<file path="config.mk">
export PLATFORM = sky130hd
export DESIGN_NAME = multicycle_control_flat
export DESIGN_NICKNAME = d
export VERILOG_FILES = /design/src/rtl/multicycle_control_if.sv /design/src/rtl/multicycle_control.sv /design/src/flat_wrapper.sv
export SDC_FILE = /design/constraint.sdc
export NUM_CORES = 1
export LEC_CHECK = 0
export CORE_ASPECT_RATIO = 0.7
export CORE_MARGIN = 3
export CORE_UTILIZATION = 49
export CTS_BUF_LIST = sky130_fd_sc_hd__clkbuf_16
export CTS_CLUSTER_DIAMETER = 200
export CTS_CLUSTER_SIZE = 10
export DETAILED_ROUTE_END_ITERATION = 8
export PLACE_DENSITY_LB_ADDON = 0.25
export SYNTH_ARGS = -nofsm -noshare
export SYNTH_HDL_FRONTEND = slang
export SYNTH_SLANG_ARGS = --single-unit
</file>
<file path="constraint.sdc">
create_clock -name clk -period 2.5 [get_ports clk]
set_input_delay 0.375 -clock clk [delete_from_list [all_inputs] [get_ports clk]]
set_output_delay 0.375 -clock clk [all_outputs]
set_load 0.01 [all_outputs]
</file>
<file path="src/rtl/multicycle_control_if.sv">
// Control bundle between the multicycle controller and its datapath:
// opcode in, enables / mux selects / debug state out.
interface multicycle_control_if;
  logic [5:0] op;
  logic       PCWrite;
  logic       Branch;
  logic       BranchNe;
  logic       IorD;
  logic       MemRead;
  logic       MemWrite;
  logic       IRWrite;
  logic       MemtoReg;
  logic       RegDst;
  logic       RegWrite;
  logic       AluSrcA;
  logic [1:0] AluSrcB;
  logic [1:0] Alu_op;
  logic [1:0] PCSource;
  logic [3:0] state;
  logic       illegal_op;

  // No valid/ready here: op is a level the controller samples only while in
  // DECODE; every output is a level valid for the whole cycle it is shown.
  modport master (
    input  op,
    output PCWrite, Branch, BranchNe, IorD, MemRead, MemWrite, IRWrite,
           MemtoReg, RegDst, RegWrite, AluSrcA, AluSrcB, Alu_op, PCSource,
           state, illegal_op
  );

  modport slave (
    output op,
    input  PCWrite, Branch, BranchNe, IorD, MemRead, MemWrite, IRWrite,
           MemtoReg, RegDst, RegWrite, AluSrcA, AluSrcB, Alu_op, PCSource,
           state, illegal_op
  );
endinterface

</file>
<file path="src/rtl/multicycle_control.sv">
// Moore controller for a multicycle MIPS-style datapath with memory wait states,
// optional bne decode and an illegal-opcode pulse. Outputs are registered.
module multicycle_control #(
  parameter int MEM_WAIT   = 0,
  parameter int ENABLE_BNE = 1
) (
  input logic                 clk,
  input logic                 rst,
  multicycle_control_if.master bus
);
  localparam logic [3:0] WAIT_N = 4'(MEM_WAIT);

  typedef enum logic [3:0] {
    FETCH   = 4'd0,
    DECODE  = 4'd1,
    MEMADR  = 4'd2,
    MEMRD   = 4'd3,
    MEMWB   = 4'd4,
    MEMWR   = 4'd5,
    RTYPEEX = 4'd6,
    RTYPEWB = 4'd7,
    BEQEX   = 4'd8,
    ADDIEX  = 4'd9,
    ADDIWB  = 4'd10,
    JEX     = 4'd11,
    BNEEX   = 4'd12
  } state_t;

  typedef struct packed {
    logic       pc_write;
    logic       branch;
    logic       branch_ne;
    logic       iord;
    logic       mem_read;
    logic       mem_write;
    logic       ir_write;
    logic       mem_to_reg;
    logic       reg_dst;
    logic       reg_write;
    logic       alu_src_a;
    logic [1:0] alu_src_b;
    logic [1:0] alu_op;
    logic [1:0] pc_source;
  } ctrl_t;

  state_t     st, nxt;
  logic [3:0] cnt, nxt_cnt;
  logic       is_lw;
  logic       mem_hold;
  ctrl_t      ctrl_q;
  logic       illegal_q;

  // last_wait gates the FETCH side effects so the PC advances once per fetch.
  function automatic ctrl_t ctrl_of(input state_t s, input logic last_wait);
    ctrl_t c;
    c = '0;
    case (s)
      FETCH: begin
        c.mem_read  = 1'b1;
        c.alu_src_b = 2'b01;
        c.ir_write  = last_wait;
        c.pc_write  = last_wait;
      end
      DECODE:  c.alu_src_b = 2'b11;
      MEMADR:  begin c.alu_src_a = 1'b1; c.alu_src_b = 2'b10; end
      MEMRD:   begin c.iord = 1'b1; c.mem_read = 1'b1; end
      MEMWB:   begin c.mem_to_reg = 1'b1; c.reg_write = 1'b1; end
      MEMWR:   begin c.iord = 1'b1; c.mem_write = 1'b1; end
      RTYPEEX: begin c.alu_src_a = 1'b1; c.alu_op = 2'b10; end
      RTYPEWB: begin c.reg_dst = 1'b1; c.reg_write = 1'b1; end
      BEQEX: begin
        c.alu_src_a = 1'b1; c.alu_op = 2'b01; c.pc_source = 2'b01; c.branch = 1'b1;
      end
      BNEEX: begin
        c.alu_src_a = 1'b1; c.alu_op = 2'b01; c.pc_source = 2'b01; c.branch_ne = 1'b1;
      end
      ADDIEX:  begin c.alu_src_a = 1'b1; c.alu_src_b = 2'b10; end
      ADDIWB:  c.reg_write = 1'b1;
      JEX:     begin c.pc_source = 2'b10; c.pc_write = 1'b1; end
      default: c = '0;
    endcase
    return c;
  endfunction

  assign mem_hold = ((st == FETCH) || (st == MEMRD) || (st == MEMWR)) && (cnt != WAIT_N);

  always_comb begin
    nxt     = FETCH;
    nxt_cnt = 4'd0;
    if (mem_hold) begin
      nxt     = st;
      nxt_cnt = cnt + 4'd1;
    end else begin
      case (st)
        FETCH:   nxt = DECODE;
        DECODE: begin
          case (bus.op)
            6'b000000:            nxt = RTYPEEX;
            6'b100011, 6'b101011: nxt = MEMADR;
            6'b000100:            nxt = BEQEX;
            6'b000101:            nxt = (ENABLE_BNE != 0) ? BNEEX : FETCH;
            6'b001000:            nxt = ADDIEX;
            6'b000010:            nxt = JEX;
            default:              nxt = FETCH;
          endcase
        end
        MEMADR:  nxt = is_lw ? MEMRD : MEMWR;
        MEMRD:   nxt = MEMWB;
        RTYPEEX: nxt = RTYPEWB;
        ADDIEX:  nxt = ADDIWB;
        default: nxt = FETCH;
      endcase
    end
  end

  // Outputs are registered from the next state so they line up with state.
  always_ff @(posedge clk or posedge rst) begin
    if (rst) begin
      st        <= FETCH;
      cnt       <= 4'd0;
      is_lw     <= 1'b0;
      ctrl_q    <= ctrl_of(FETCH, WAIT_N == 4'd0);
      illegal_q <= 1'b0;
    end else begin
      st        <= nxt;
      cnt       <= nxt_cnt;
      ctrl_q    <= ctrl_of(nxt, nxt_cnt == WAIT_N);
      illegal_q <= (st == DECODE) && (nxt == FETCH);
      if (st == DECODE) is_lw <= (bus.op == 6'b100011);
    end
  end

  assign bus.PCWrite    = ctrl_q.pc_write;
  assign bus.Branch     = ctrl_q.branch;
  assign bus.BranchNe   = ctrl_q.branch_ne;
  assign bus.IorD       = ctrl_q.iord;
  assign bus.MemRead    = ctrl_q.mem_read;
  assign bus.MemWrite   = ctrl_q.mem_write;
  assign bus.IRWrite    = ctrl_q.ir_write;
  assign bus.MemtoReg   = ctrl_q.mem_to_reg;
  assign bus.RegDst     = ctrl_q.reg_dst;
  assign bus.RegWrite   = ctrl_q.reg_write;
  assign bus.AluSrcA    = ctrl_q.alu_src_a;
  assign bus.AluSrcB    = ctrl_q.alu_src_b;
  assign bus.Alu_op     = ctrl_q.alu_op;
  assign bus.PCSource   = ctrl_q.pc_source;
  assign bus.state      = st;
  assign bus.illegal_op = illegal_q;
endmodule
</file>
<file path="src/flat_wrapper.sv">
// flat-port wrapper written by rule: the top's interface ports become plain ports
module multicycle_control_flat 
#(
  parameter int MEM_WAIT   = 0,
  parameter int ENABLE_BNE = 1
)
  (clk, rst, bus_op, bus_PCWrite, bus_Branch, bus_BranchNe, bus_IorD, bus_MemRead, bus_MemWrite, bus_IRWrite, bus_MemtoReg, bus_RegDst, bus_RegWrite, bus_AluSrcA, bus_AluSrcB, bus_Alu_op, bus_PCSource, bus_state, bus_illegal_op);
  multicycle_control_if bus_i ();
  input logic clk;
  input logic rst;
  input wire logic [$bits(bus_i.op)-1:0] bus_op;
  output wire logic [$bits(bus_i.PCWrite)-1:0] bus_PCWrite;
  output wire logic [$bits(bus_i.Branch)-1:0] bus_Branch;
  output wire logic [$bits(bus_i.BranchNe)-1:0] bus_BranchNe;
  output wire logic [$bits(bus_i.IorD)-1:0] bus_IorD;
  output wire logic [$bits(bus_i.MemRead)-1:0] bus_MemRead;
  output wire logic [$bits(bus_i.MemWrite)-1:0] bus_MemWrite;
  output wire logic [$bits(bus_i.IRWrite)-1:0] bus_IRWrite;
  output wire logic [$bits(bus_i.MemtoReg)-1:0] bus_MemtoReg;
  output wire logic [$bits(bus_i.RegDst)-1:0] bus_RegDst;
  output wire logic [$bits(bus_i.RegWrite)-1:0] bus_RegWrite;
  output wire logic [$bits(bus_i.AluSrcA)-1:0] bus_AluSrcA;
  output wire logic [$bits(bus_i.AluSrcB)-1:0] bus_AluSrcB;
  output wire logic [$bits(bus_i.Alu_op)-1:0] bus_Alu_op;
  output wire logic [$bits(bus_i.PCSource)-1:0] bus_PCSource;
  output wire logic [$bits(bus_i.state)-1:0] bus_state;
  output wire logic [$bits(bus_i.illegal_op)-1:0] bus_illegal_op;
  assign bus_i.op = bus_op;
  assign bus_PCWrite = bus_i.PCWrite;
  assign bus_Branch = bus_i.Branch;
  assign bus_BranchNe = bus_i.BranchNe;
  assign bus_IorD = bus_i.IorD;
  assign bus_MemRead = bus_i.MemRead;
  assign bus_MemWrite = bus_i.MemWrite;
  assign bus_IRWrite = bus_i.IRWrite;
  assign bus_MemtoReg = bus_i.MemtoReg;
  assign bus_RegDst = bus_i.RegDst;
  assign bus_RegWrite = bus_i.RegWrite;
  assign bus_AluSrcA = bus_i.AluSrcA;
  assign bus_AluSrcB = bus_i.AluSrcB;
  assign bus_Alu_op = bus_i.Alu_op;
  assign bus_PCSource = bus_i.PCSource;
  assign bus_state = bus_i.state;
  assign bus_illegal_op = bus_i.illegal_op;
  multicycle_control #(.MEM_WAIT(MEM_WAIT), .ENABLE_BNE(ENABLE_BNE)) u_core (.clk(clk), .rst(rst), .bus(bus_i));
endmodule
</file>
==> results.sh <==
export IMPL_fin_crit_sh_pct=90.8
export IMPL_die_h_um=50.3
export IMPL_firstDrtPassIters=4
export IMPL_netlist_instances=130
export IMPL_synth_top_cell_area_share_pct=42.0
export IMPL_port_buffers=29
export IMPL_drive_gt1_share_pct=14.7
export IMPL_finalInstanceArea_um2=1780
export IMPL_slew_limit_headroom_pct=60.5
export IMPL_coreArea_um2=2550
export IMPL_grt_usage_pct=19.0
export IMPL_num_rows=15
export IMPL_max_freq_mhz=441
export IMPL_clk_pin_slew_ps=60
export IMPL_tns_ps=0
export IMPL_cts_htree_levels=1
export IMPL_place_inst=192
export IMPL_worstPathRequired_ps=2650
export IMPL_worst_slew_pin_slew_ps=585
export IMPL_diodes=0
export IMPL_syn_area_per_cell_um2=10.5
export IMPL_synth_area_top_cells="dfrtp_1 42%, dfstp_2 7.7%, nor3_1 3.3%, nor2_1 3.3%, nand2_1 2.7%"
export IMPL_synthTopCellsByCount="23 x dfrtp_1, 12 x nor2_1, 10 x nand2_1"
export IMPL_maxCapViolations=0
export IMPL_ys_seq_elements=27
export IMPL_drv_slew=0
export IMPL_synth_area_um2=1370
export IMPL_powerDensity_nw_per_um2=885
export IMPL_synth_edf_count=0
export IMPL_cts_tree="built"
export IMPL_finClkSkew_ps=1.12
export IMPL_grt_pass1_wl_mm=5.14
export IMPL_yosysTopAreaCell="dfrtp_1"
export IMPL_worstRegToRegCells=7
export IMPL_root_buffer="clkbuf_16"
export IMPL_ir_drop_mv=0.461
export IMPL_grt_pass1_vias=1045
export IMPL_instances_no_fill=197
export IMPL_drt_total_wl_mm=3.01
export IMPL_ys_types=48
export IMPL_critPathMaxFanout=7
export IMPL_finalSetupViolCount=0
export IMPL_cp_end_kind="flip-flop"
export IMPL_dpl_cell_area_um2=1690
export IMPL_clkSinkCount=27
export IMPL_design_die_area_um2=3480
export IMPL_dp_hpwl_mm=2.22
export IMPL_grt_max_degree=28
export IMPL_start_util_pct=53.7
export IMPL_status="completed"
export IMPL_via_count=1125
export IMPL_clk_latency_ps=260
export IMPL_p_leak_nw=0.769
export IMPL_synth_most_common_cell="dfrtp_1"
export IMPL_yosys_most_used_dff="dfrtp_1"
export IMPL_synth_net_count=140
export IMPL_vias_per_cell=5.71
export IMPL_drc=0
export IMPL_drtIter0Drc=46
export IMPL_overflow=0
export IMPL_seq_area_frac_synth_pct=49.6
export IMPL_worstPathArrival_ps=2420
export IMPL_worstSetupPathType="reg -> reg"
export IMPL_die_width_um=69.2
export IMPL_area_growth_pct=30.0
export IMPL_wl_per_cell_um=15.3
export IMPL_cts_made_buffers=3
export IMPL_io_pins=30
export IMPL_rsz0062_at_grt="no"
export IMPL_gp_congestion=0.794
export IMPL_final_hold_violation_count=0
export IMPL_antenna_found_initial=0
export IMPL_ant_nets=0
export IMPL_min_path_type="in -> async"
export IMPL_final_nets=174
export IMPL_ys_warn_count=0
export IMPL_min_period_ps=2270
export IMPL_startpoint_type="flip-flop"
export IMPL_cts_buffer_depth=2
export IMPL_async_flop_share_pct=100
==> repair_timing <==
| action | CTS | global route |
|---|---|---|
| resized for setup | 0 | 1 |
| setup endpoints to repair | 0 | 3 |
| hold buffers | 0 | 0 |
| hold endpoints to repair | 0 | 0 |
| buffers inserted | 0 | 1 |
==> cell families (layout without fill, tap and decap cells) <==
logic type	Yosys count	in the layout	synth area share, %
AND/OR/NAND/NOR	60	60	26.6
flip-flops	27	27	49.6
AO/OA/AOI/OAI	21	21	10.6
buffers and inverters	12	45	5.75
XOR/XNOR	7	7	4.47
adder cells (fa/ha/maj)	2	2	1.82
multiplexers	1	1	1.09
==> per-stage QoR <==
step / hold WS, ps / setup WS [ps] / power [mW] / utilization (%)
after floorplan: 425 / 391 / 0.981 / -
after global placement: 477 / 197 / 1.20 / 66.2
after detailed placement: 486 / 138 / 1.22 / 66.2
after CTS: 486 / 106 / 1.58 / 69.3
after global routing: 508 / 63.3 / 1.67 / 69.9
final: 474 / 231 / 1.58 / 69.9
==> where the power goes <==
part	switching, mW	internal, mW	leakage (nW)
combinational	0.309	0.305	0.371
clock	0.142	0.216	0.0409
sequential	0.0672	0.538	0.357
==> registers in the layout (all words and copies together) (netlist names) <==
register,cells
u_core.bus.IRWrite,1
u_core.bus.MemtoReg,1
u_core.bus.AluSrcB,2
u_core.bus.IorD,1
u_core.bus.AluSrcA,1
u_core.is_lw,1
u_core.bus.state,4
u_core.bus.Branch,1
u_core.bus.BranchNe,1
u_core.bus.Alu_op,2
u_core.bus.illegal_op,1
u_core.bus.RegDst,1
u_core.bus.PCWrite,1
u_core.bus.RegWrite,1
u_core.bus.PCSource,2
u_core.cnt,4
u_core.bus.MemRead,1
u_core.bus.MemWrite,1
==> per-layer routing <==
layer	vias up	global-route usage, %	wire, um
li1	533	-	-
met1	537	25.5	1370
met2	51	29.9	1370
met3	4	5.40	235
met4	0	5.84	26
met5	-	0	0
==> worst paths after layout <==
path / start / to / slack, ps
max reg2reg: u_core.cnt[1] / u_core.bus.illegal_op / 230
min in group clk: u_core.cnt[0] / u_core.cnt[0] / 490
max in group asynchronous: rst / u_core.bus.IRWrite / 1740
max: u_core.cnt[1] / u_core.bus.illegal_op / 230
min reg2reg: u_core.cnt[0] / u_core.cnt[0] / 490
min: rst / u_core.bus.MemWrite / 470
==> cell type report <==
class,count,area (um^2)
fill,194,769
clock inverter,1,5.00
clock buffer,3,75.1
inverter,7,33.8
sequential,27,681
multi-input combinational,91,618
timing repair buffer,34,328
tap,34,42.5
==> cells in the final DEF (no fill, tap or decap), types with 2 or more instances in the layout <==
cell / count
and2_1: 2
ha_1: 2
nor2_1: 12
buf_4: 5
xnor2_1: 4
nor3b_1: 4
dfrtp_1: 23
inv_1: 5
nand3_1: 4
nand2_1: 10
and3_1: 2
nand2b_1: 2
a21oi_1: 3
dfstp_2: 4
xor2_1: 3
nor4b_1: 3
o21ai_0: 5
clkdlybuf4s50_1: 29
clkbuf_16: 3
nor3_1: 9
o22ai_1: 2
==> worst max-delay path: stages, from the launching register on <==
cell,delay [ps]
dfrtp_1,430
inv_1,80
ha_1,140
nor3b_4,290
mux2_4,340
nor4b_4,440
inv_4,110
nor4_1,320
Power figures use the tool's default switching activity.
